$ cat config.mk
export PLATFORM = sky130hd
export DESIGN_NAME = alu_op_sequencer
export DESIGN_NICKNAME = d
export VERILOG_FILES = /design/src/rtl/ctrl_pkg.sv /design/src/rtl/cmd_fifo.sv /design/src/rtl/alu_op_sequencer.sv
export SDC_FILE = /design/constraint.sdc
export NUM_CORES = 1
export LEC_CHECK = 0
export BUFFER_PORTS_ARGS = -buffer_cell sky130_fd_sc_hd__buf_2
export CAP_MARGIN = 20
export CORE_ASPECT_RATIO = 0.9
export CORE_MARGIN = 2
export CORE_UTILIZATION = 45
export DETAILED_ROUTE_END_ITERATION = 7
export HOLD_SLACK_MARGIN = 0.05
export PLACE_DENSITY = 0.68
export SLEW_MARGIN = 15
export SYNTH_ARGS = -nofsm -noshare
export SYNTH_HDL_FRONTEND = slang
export SYNTH_SLANG_ARGS = --single-unit
export TNS_END_PERCENT = 1
$ cat constraint.sdc
create_clock -name clk -period 2.4 [get_ports clk]
set_input_delay 0.12 -clock clk [delete_from_list [all_inputs] [get_ports clk]]
set_output_delay 0.12 -clock clk [all_outputs]
set_load 0.005 [all_outputs]
$ cat src/rtl/ctrl_pkg.sv
// Shared types and constants for the ALU command sequencer.
package ctrl_pkg;

    localparam int unsigned DATA_W = 7;
    localparam int unsigned OP_W   = 3;

    localparam logic [OP_W-1:0] OP_NOT = 3'd0;
    localparam logic [OP_W-1:0] OP_ROR = 3'd1;
    localparam logic [OP_W-1:0] OP_NOP = 3'd2;

    typedef enum logic [1:0] {
        IDLE = 2'd0,
        EXEC = 2'd1,
        RESP = 2'd2
    } state_t;

    typedef struct packed {
        logic              chain;
        logic [OP_W-1:0]   op;
        logic [DATA_W-1:0] b;
        logic [DATA_W-1:0] a;
    } cmd_t;

    localparam int unsigned CMD_W = $bits(cmd_t);

endpackage

$ cat src/rtl/cmd_fifo.sv
// Synchronous command FIFO; DEPTH must be a power of two, pointers wrap naturally.
module cmd_fifo #(
    parameter int unsigned WIDTH = 18,
    parameter int unsigned DEPTH = 4
) (
    input  logic             clk,
    input  logic             rst_n,
    input  logic             push,
    input  logic             pop,
    input  logic [WIDTH-1:0] wdata,
    output logic [WIDTH-1:0] rdata,
    output logic             full,
    output logic             empty
);

    localparam int unsigned PTR_W = $clog2(DEPTH);
    localparam int unsigned CNT_W = PTR_W + 1;

    logic [WIDTH-1:0] mem_q [DEPTH];
    logic [PTR_W-1:0] wr_ptr_q, wr_ptr_d;
    logic [PTR_W-1:0] rd_ptr_q, rd_ptr_d;
    logic [CNT_W-1:0] count_q, count_d;
    logic             do_push;
    logic             do_pop;

    assign full    = (count_q == CNT_W'(DEPTH));
    assign empty   = (count_q == '0);
    assign do_push = push && !full;
    assign do_pop  = pop && !empty;
    assign rdata   = mem_q[rd_ptr_q];

    always_comb begin
        wr_ptr_d = wr_ptr_q;
        rd_ptr_d = rd_ptr_q;
        count_d  = count_q;
        if (do_push) wr_ptr_d = wr_ptr_q + PTR_W'(1);
        if (do_pop)  rd_ptr_d = rd_ptr_q + PTR_W'(1);
        count_d = count_q + CNT_W'(do_push) - CNT_W'(do_pop);
    end

    always_ff @(posedge clk or negedge rst_n) begin
        if (!rst_n) begin
            wr_ptr_q <= '0;
            rd_ptr_q <= '0;
            count_q  <= '0;
        end else begin
            wr_ptr_q <= wr_ptr_d;
            rd_ptr_q <= rd_ptr_d;
            count_q  <= count_d;
        end
    end

    // Storage needs no reset: entries are only read once counted valid.
    always_ff @(posedge clk) begin
        if (do_push) mem_q[wr_ptr_q] <= wdata;
    end

endmodule

$ cat src/rtl/alu_op_sequencer.sv
// Issues buffered commands one at a time to the combinational ALU and returns
// each captured result over a valid/ready response port with running counters.
module alu_op_sequencer
    import ctrl_pkg::*;
#(
    parameter int unsigned FIFO_DEPTH = 4,
    parameter int unsigned CNT_W      = 8
) (
    input  logic              clk,
    input  logic              rst_n,
    input  logic              cmd_valid,
    output logic              cmd_ready,
    input  logic [OP_W-1:0]   cmd_op,
    input  logic [DATA_W-1:0] cmd_a,
    input  logic [DATA_W-1:0] cmd_b,
    input  logic              cmd_chain,
    output logic [DATA_W-1:0] alu_a,
    output logic [DATA_W-1:0] alu_b,
    output logic [OP_W-1:0]   alu_op,
    input  logic [DATA_W-1:0] alu_result,
    input  logic              alu_flag,
    output logic              rsp_valid,
    input  logic              rsp_ready,
    output logic [DATA_W-1:0] rsp_result,
    output logic              rsp_flag,
    output logic              rsp_illegal,
    output logic              busy,
    output logic [CNT_W-1:0]  op_count,
    output logic [CNT_W-1:0]  flag_count
);

    state_t            state_q, state_d;
    logic [DATA_W-1:0] alu_a_q, alu_a_d;
    logic [DATA_W-1:0] alu_b_q, alu_b_d;
    logic [OP_W-1:0]   alu_op_q, alu_op_d;
    logic              rsp_valid_q, rsp_valid_d;
    logic [DATA_W-1:0] rsp_result_q, rsp_result_d;
    logic              rsp_flag_q, rsp_flag_d;
    logic              rsp_illegal_q, rsp_illegal_d;
    logic [DATA_W-1:0] last_result_q, last_result_d;
    logic [CNT_W-1:0]  op_count_q, op_count_d;
    logic [CNT_W-1:0]  flag_count_q, flag_count_d;

    cmd_t fifo_wdata;
    cmd_t fifo_head;
    logic fifo_full;
    logic fifo_empty;
    logic fifo_push;
    logic fifo_pop;

    assign fifo_wdata = '{chain: cmd_chain, op: cmd_op, b: cmd_b, a: cmd_a};
    assign fifo_push  = cmd_valid && !fifo_full;

    cmd_fifo #(
        .WIDTH (CMD_W),
        .DEPTH (FIFO_DEPTH)
    ) u_cmd_fifo (
        .clk   (clk),
        .rst_n (rst_n),
        .push  (fifo_push),
        .pop   (fifo_pop),
        .wdata (fifo_wdata),
        .rdata (fifo_head),
        .full  (fifo_full),
        .empty (fifo_empty)
    );

    always_comb begin
        state_d       = state_q;
        alu_a_d       = alu_a_q;
        alu_b_d       = alu_b_q;
        alu_op_d      = alu_op_q;
        rsp_valid_d   = rsp_valid_q;
        rsp_result_d  = rsp_result_q;
        rsp_flag_d    = rsp_flag_q;
        rsp_illegal_d = rsp_illegal_q;
        last_result_d = last_result_q;
        op_count_d    = op_count_q;
        flag_count_d  = flag_count_q;
        fifo_pop      = 1'b0;

        unique case (state_q)
            IDLE: begin
                if (!fifo_empty) begin
                    fifo_pop = 1'b1;
                    alu_a_d  = fifo_head.chain ? last_result_q : fifo_head.a;
                    alu_b_d  = fifo_head.b;
                    alu_op_d = fifo_head.op;
                    state_d  = EXEC;
                end
            end
            EXEC: begin
                rsp_result_d  = alu_result;
                rsp_flag_d    = alu_flag;
                rsp_illegal_d = (alu_op_q > OP_NOP);
                last_result_d = alu_result;
                rsp_valid_d   = 1'b1;
                state_d       = RESP;
            end
            RESP: begin
                // rsp_valid is always high here, so rsp_ready alone completes the handshake.
                if (rsp_ready) begin
                    rsp_valid_d = 1'b0;
                    op_count_d  = op_count_q + CNT_W'(1);
                    if (rsp_flag_q && (flag_count_q != '1)) flag_count_d = flag_count_q + CNT_W'(1);
                    alu_op_d = OP_NOP;
                    state_d  = IDLE;
                end
            end
            default: state_d = IDLE;
        endcase
    end

    always_ff @(posedge clk or negedge rst_n) begin
        if (!rst_n) begin
            state_q       <= IDLE;
            alu_a_q       <= '0;
            alu_b_q       <= '0;
            alu_op_q      <= OP_NOP;
            rsp_valid_q   <= 1'b0;
            rsp_result_q  <= '0;
            rsp_flag_q    <= 1'b0;
            rsp_illegal_q <= 1'b0;
            last_result_q <= '0;
            op_count_q    <= '0;
            flag_count_q  <= '0;
        end else begin
            state_q       <= state_d;
            alu_a_q       <= alu_a_d;
            alu_b_q       <= alu_b_d;
            alu_op_q      <= alu_op_d;
            rsp_valid_q   <= rsp_valid_d;
            rsp_result_q  <= rsp_result_d;
            rsp_flag_q    <= rsp_flag_d;
            rsp_illegal_q <= rsp_illegal_d;
            last_result_q <= last_result_d;
            op_count_q    <= op_count_d;
            flag_count_q  <= flag_count_d;
        end
    end

    assign cmd_ready   = !fifo_full;
    assign busy        = (state_q != IDLE) || !fifo_empty;
    assign alu_a       = alu_a_q;
    assign alu_b       = alu_b_q;
    assign alu_op      = alu_op_q;
    assign rsp_valid   = rsp_valid_q;
    assign rsp_result  = rsp_result_q;
    assign rsp_flag    = rsp_flag_q;
    assign rsp_illegal = rsp_illegal_q;
    assign op_count    = op_count_q;
    assign flag_count  = flag_count_q;

endmodule

# Word-level counts from Yosys, hierarchy flattened
# Memories as Yosys holds them, arrays and structs flattened.
# Cells that the tools add are included.
[word_totals]
regBits = 52
latchBits = 0
mem_bits_rw = 72
romBits = 0
elab_cells = 59
n_memories = 1
[mem_list]
columns = ["memory", "words", "word_bits", "read_ports", "rd_ports_with_merged_regs", "wr", "line", "rtl"]
rows = [
  ["u_cmd_fifo.mem_q", 4, 18, 1, 0, 1, "cmd_fifo.sv:19", "logic [WIDTH-1:0] mem_q [DEPTH];"],
]
[classes]
n_addsub = 6
n_mul = 0
div = 0
n_lt_le_gt_ge = 1
eq_ne = 6
n_shift = 0
mux = 13
bitwise_logic = 1
reduce_logical = 18
[op_table]
columns = ["op", "n"]
rows = [
  ["8-bit by 1-bit adder with 8-bit output, second input constant", 2],
  ["8-bit inequality test, second input constant", 1],
  ["2-bit AND reduction", 4],
  ["7-bit 2-to-1 mux", 1],
  ["3-bit 2-to-1 mux", 2],
  ["2-bit case mux with 3 select lines", 1],
  ["3-bit case mux with 2 select lines", 1],
  ["3-bit AND reduction", 2],
  ["2-bit nonzero test", 3],
  ["1-bit 2-to-1 mux", 5],
  ["2-bit by 1-bit adder with 2-bit output, second input constant", 2],
  ["1-bit logical AND", 4],
  ["2-bit 2-to-1 mux", 2],
  ["2-bit inequality test, second input constant", 2],
  ["3-bit by 1-bit adder with 3-bit output", 1],
  ["3-bit equality test, second input constant", 1],
  ["3-bit by 2-bit greater-than comparator with 1-bit output, second input constant", 1],
  ["3-bit zero test", 1],
  ["3-bit by 1-bit subtractor with 3-bit output", 1],
  ["2-bit by 1-bit equality test with 1-bit output, second input constant", 1],
  ["2-bit equality test, second input constant", 1],
  ["1-bit zero test", 2],
  ["2-bit zero test", 1],
  ["1-bit case mux with 2 select lines", 1],
  ["2 further kinds", 2],
]

# Longest topological paths before layout
[depth]
word_depth = 6
mapped_depth = 12
mapped_depth_nobuf = 10

# Hierarchy
# From an unflattened synthesis, not the netlist that was laid out.
[unflattened]
hier_cells = 294
hier_area_um2 = 5064.9
[by_module_without_submodules]
columns = ["module", "instances", "cells_each", "area_each_um2"]
rows = [
  ["cmd_fifo", 1, 136, 3074.2],
  ["alu_op_sequencer", 1, 158, 1990.7],
]

# Worst setup path before layout
# OpenSTA, ideal clock, no wires.
[synth_timing]
path_kind = "reg2reg"
startpoint = "reg u_cmd_fifo.count_q[1]"
endpoint = "reg u_cmd_fifo.count_q[2]"
setup_ns = 0.125
t_arrival_ns = 2.188
slack_ns = 0.087
stages_incl_launch_ff = 13
synth_period_minus_slack_ns = 2.313
path_cell_list = "dfrtp_1 > nor3_1 > nand2b_1 > buf_4 > inv_2 > buf_2 > ha_1 > inv_1 > ha_1 > inv_1 > fa_1 > xnor2_1 > xnor2_1"
[synth_between]
word_cells_on_any_way = 11
[synth_lines]
columns = ["element", "line", "rtl"]
rows = [
  ["from (decl)", "cmd_fifo.sv:22", "logic [CNT_W-1:0] count_q, count_d;"],
  ["from (signal assigned)", "cmd_fifo.sv:49", "count_q <= count_d;"],
  ["3-bit zero test", "cmd_fifo.sv:27", "assign empty = (count_q == '0);"],
  ["1-bit 2-to-1 mux", "alu_op_sequencer.sv:84", "if (!fifo_empty) begin"],
  ["1-bit 2-to-1 mux", "alu_op_sequencer.sv:82", "unique case (state_q)"],
  ["named net fifo_pop", "alu_op_sequencer.sv:49", "logic fifo_pop;"],
  ["1-bit logical AND", "cmd_fifo.sv:29", "assign do_pop = pop && !empty;"],
  ["3-bit by 1-bit subtractor with 3-bit output", "cmd_fifo.sv:38", "count_d = count_q + CNT_W'(do_push) - CNT_W'(do_pop);"],
  ["named net u_cmd_fifo.count_d[2]", "cmd_fifo.sv:22", ""],
]
# The timed path passes the listed nets, and every way through them passes these cells.
# A chain may end at the register's enable or synchronous reset.

# Worst setup path after layout
[layout_timing]
startpoint = "reg u_cmd_fifo.count_q[1]"
endpoint = "reg u_cmd_fifo.count_q[2]"
[layout_between]
elab_chain_len = 6
word_cells_on_any_way = 11
[layout_lines]
columns = ["element", "line", "rtl"]
rows = [
  ["3-bit equality test", "cmd_fifo.sv:26", "assign full = (count_q == CNT_W'(DEPTH));"],
  ["1-bit zero test", "cmd_fifo.sv:28, alu_op_sequencer.sv:52", ""],
  ["1-bit logical AND", "alu_op_sequencer.sv:52", "assign fifo_push = cmd_valid && !fifo_full;"],
  ["1-bit logical AND", "cmd_fifo.sv:28", "assign do_push = push && !full;"],
  ["3-bit by 1-bit adder with 3-bit output", "cmd_fifo.sv:38", ""],
  ["3-bit by 1-bit subtractor with 3-bit output *", "cmd_fifo.sv:38", ""],
  ["named net u_cmd_fifo.count_d[2]", "cmd_fifo.sv:22", ""],
]
# Mark *: on every way through the listed nets, which the timed path passes. The rest lies on a longest branch.

==> flow_summary.yaml <==
timing:
  finalSetupViolCount: 0
  fin_setup_tns_ns: 0
  worst_pin_slew_ns: 0.656
  fmax_mhz: 461
  skew_ns: 0.00667
  fin_crit_ns: 2.17
  finalHoldViolCount: 0
  period_share_pct: 90.4
  slew_headroom_pct: 56.2
  slew_violations: 0
  rsz0062_at_grt: "no"
setup_path:
  crit_fanout: 4
  critPathSlowestCell: "dfrtp_1"
  crit_type: "reg2reg"
  cp.required_ns: 2.72
  crit_chain: "nor3_2 -> nand2b_1 -> inv_2 -> ha_1 -> inv_1 -> ha_1 -> inv_1 -> fa_1 -> xnor2_1 -> xnor2_1"
  crit_arrival_ns: 2.49
  crit_path_start_kind: "flip-flop"
  endpoint_kind: "flip-flop"
  critPathMaxStageDelay_ns: 0.44
grt:
  grt_first_pass_wirelength_um: 14600
  antenna_found_initial: 0
  grt_use_total_pct: 16.9
  grt_pass1_vias: 2812
  grt_overflow: 0
  grt_max_degree: 53
flow_run:
  drv_cap: 0
placed_design:
  dpl.cell_count: 511
  post-dp-hpwl_um: 5800
  globalplace.congestion: 0.824
  io_buffers: 74
floorplan:
  start_util_pct: 45.8
  die_w_um: 114
  core-area_um2: 10800
  die-area_um2: 11800
  die_h_um: 103
  row_count: 36
  io_pins: 75
drt:
  first_pass_iters: 4
  vias_per_cell: 5.04
  drt_wl_total_um: 9010
  drt-wirelength-per-cell_um: 15.8
  ant_nets: 0
  drc_errors: 0
  num_vias: 2875
  drtIter0Drc: 163
synth:
  synth.area.top_cells: "edfxtp_1 44%, dfrtp_1 26%, mux4_1 4.8%"
  synth_area_um2: 4930
  yosys_warnings: 0
  synth_seq_cells: 124
  syn-mean-instance-area_um2: 16.4
  synth_edf_count: 72
  synth_seq_area_share_pct: 70.2
  synth_nets: 340
  synth.distinct_cells: 35
  ys.flop_type: "edfxtp_1"
  syn_inst: 301
  synth_top_cell_by_area: "edfxtp_1"
  yosysTopAreaCellShare_pct: 43.8
  async_flop_share_pct: 41.9
clocking:
  cts_buffers: 17
  post_cts_buffers: 0
  clockBufferDepth: 2
  h-tree-depth: 4
  clk_pin_slew_ns: 0.05
  cts_tree: "done"
  insertion_delay_ns: 0.40
  clockRootBuffer: "clkbuf_16"
  clock_sinks: 124
status:
  status: "finished clean"
pwr:
  design_power_total_mw: 8.23
  peakVddDrop_mv: 0.572
  p_leak_nw: 2.71
  powerDensity_nw_per_um2: 1290
cells_and_area:
  fin_util_pct: 59.1
  area_delta_synth_final_pct: 29.0
  mostFrequentLayoutCell: "buf_2"
  nets: 463
  mostFrequentLayoutCells: "74 x buf_2, 72 x edfxtp_1, 51 x dfrtp_1"
  drive_above_1_share_pct: 31.6
  fin_cells: 570
  n_antenna_cell: 0
  nFillCells: 819
worst_hold_path:
  hp-class: "in2reg"
-- Yosys cell counts (2+ instances only) --
cell type / number
edfxtp_1: 72
dfrtp_1: 51
nand2_1: 42
xnor2_1: 14
mux2_2: 11
nor2_1: 10
mux4_1: 9
mux4_2: 9
nand3_1: 9
ha_1: 8
mux2i_1: 8
and3_1: 7
inv_1: 7
o21ai_1: 7
buf_2: 6
nand4_1: 5
a21oi_1: 4
nor3_1: 3
buf_6: 2
xor2_1: 2
-- cells by family (layout without fill, tap and decap cells) --
| family | after synthesis | after routing | share of synthesized area, % |
|---|---|---|---|
| adders and majority gates | 9 | 9 | 2.43 |
| xor gates and xnor gates | 16 | 16 | 2.84 |
| DFF | 124 | 124 | 70.2 |
| buffers and inverters | 18 | 154 | 2.23 |
| and+or+nand+nor | 84 | 84 | 7.89 |
| muxes | 37 | 37 | 13.0 |
| AOI/OAI and AO/OA | 13 | 13 | 1.37 |
-- power by group --
group | internal [mW] | switching, mW | leakage (nW) | total [mW]
Clock | 1.75 | 0.824 | 0.299 | 2.58
Combinational | 1.17 | 1.15 | 1.11 | 2.32
Sequential | 2.93 | 0.407 | 1.30 | 3.33
-- layout make-up --
cell class,instances,area [um2],share of cell area [%]
multi-input cells,159,1370,21.4
inverters,8,30.0,0.472
repair buffers,114,738,11.6
well taps,133,166,2.61
flip-flops and latches,124,3460,54.4
clock inverters,9,145,2.28
clock buffers,23,458,7.19
-- per-stage QoR --
stage,worst slack (ns),area (um2),hold slack [ns]
after floorplan,0.0871,4930,-0.176
after global placement,0.304,5490,0.271
after detailed placement,0.189,5490,0.282
after CTS,0.177,6360,0.133
after global routing,0.0275,6370,0.178
final,0.230,6370,0.152
-- what timing repair did --
item | 4_1_cts | 5_1_grt
hold endpoints to repair | 131 | 0
endpoints found under the setup margin | 0 | 1
hold buffers | 27 | 0
gates resized for setup | 0 | 1
-- critical path: cells and delay by family, from the launching register on --
family	cells	cell delay, ns
simple gates	2	0.37
flops	1	0.44
fa+ha+maj	3	0.78
buf+inv	3	0.16
xor+xnor	2	0.35
-- per-layer routing --
metal	track usage [%]	part of all wire, %
met4	6.57	0.94
met2	26.7	49
met1	22.0	46
met3	5.42	4.2
met5	0	0
-- path summary, 6_finish.rpt --
path                                             from                     to  slack [ns]  cells past startpoint
worst max-delay path            u_cmd_fifo.count_q[1]  u_cmd_fifo.count_q[2]        0.23                     10
worst min-delay path                        rsp_ready             state_q[1]        0.15                      3
worst max register to register  u_cmd_fifo.count_q[1]  u_cmd_fifo.count_q[2]        0.23                     10
worst min register to register               alu_b[4]               alu_b[4]        0.47                      2
max in group asynchronous                       rst_n               alu_b[1]        1.57                      3
min in group asynchronous                       rst_n       last_result_q[3]        0.38                      3
-- flip-flops by register name, summed over array words and instances (netlist names) --
signal,cells
u_cmd_fifo.rd_ptr_q,2
op_count,8
rsp_illegal,1
rsp_flag,1
alu_b,7
alu_op,3
u_cmd_fifo.count_q,3
u_cmd_fifo.mem_q,72
rsp_valid,1
flag_count,8
state_q,2
alu_a,7
u_cmd_fifo.wr_ptr_q,2
last_result_q,7
Note: power is estimated with default switching activity, not from simulation.
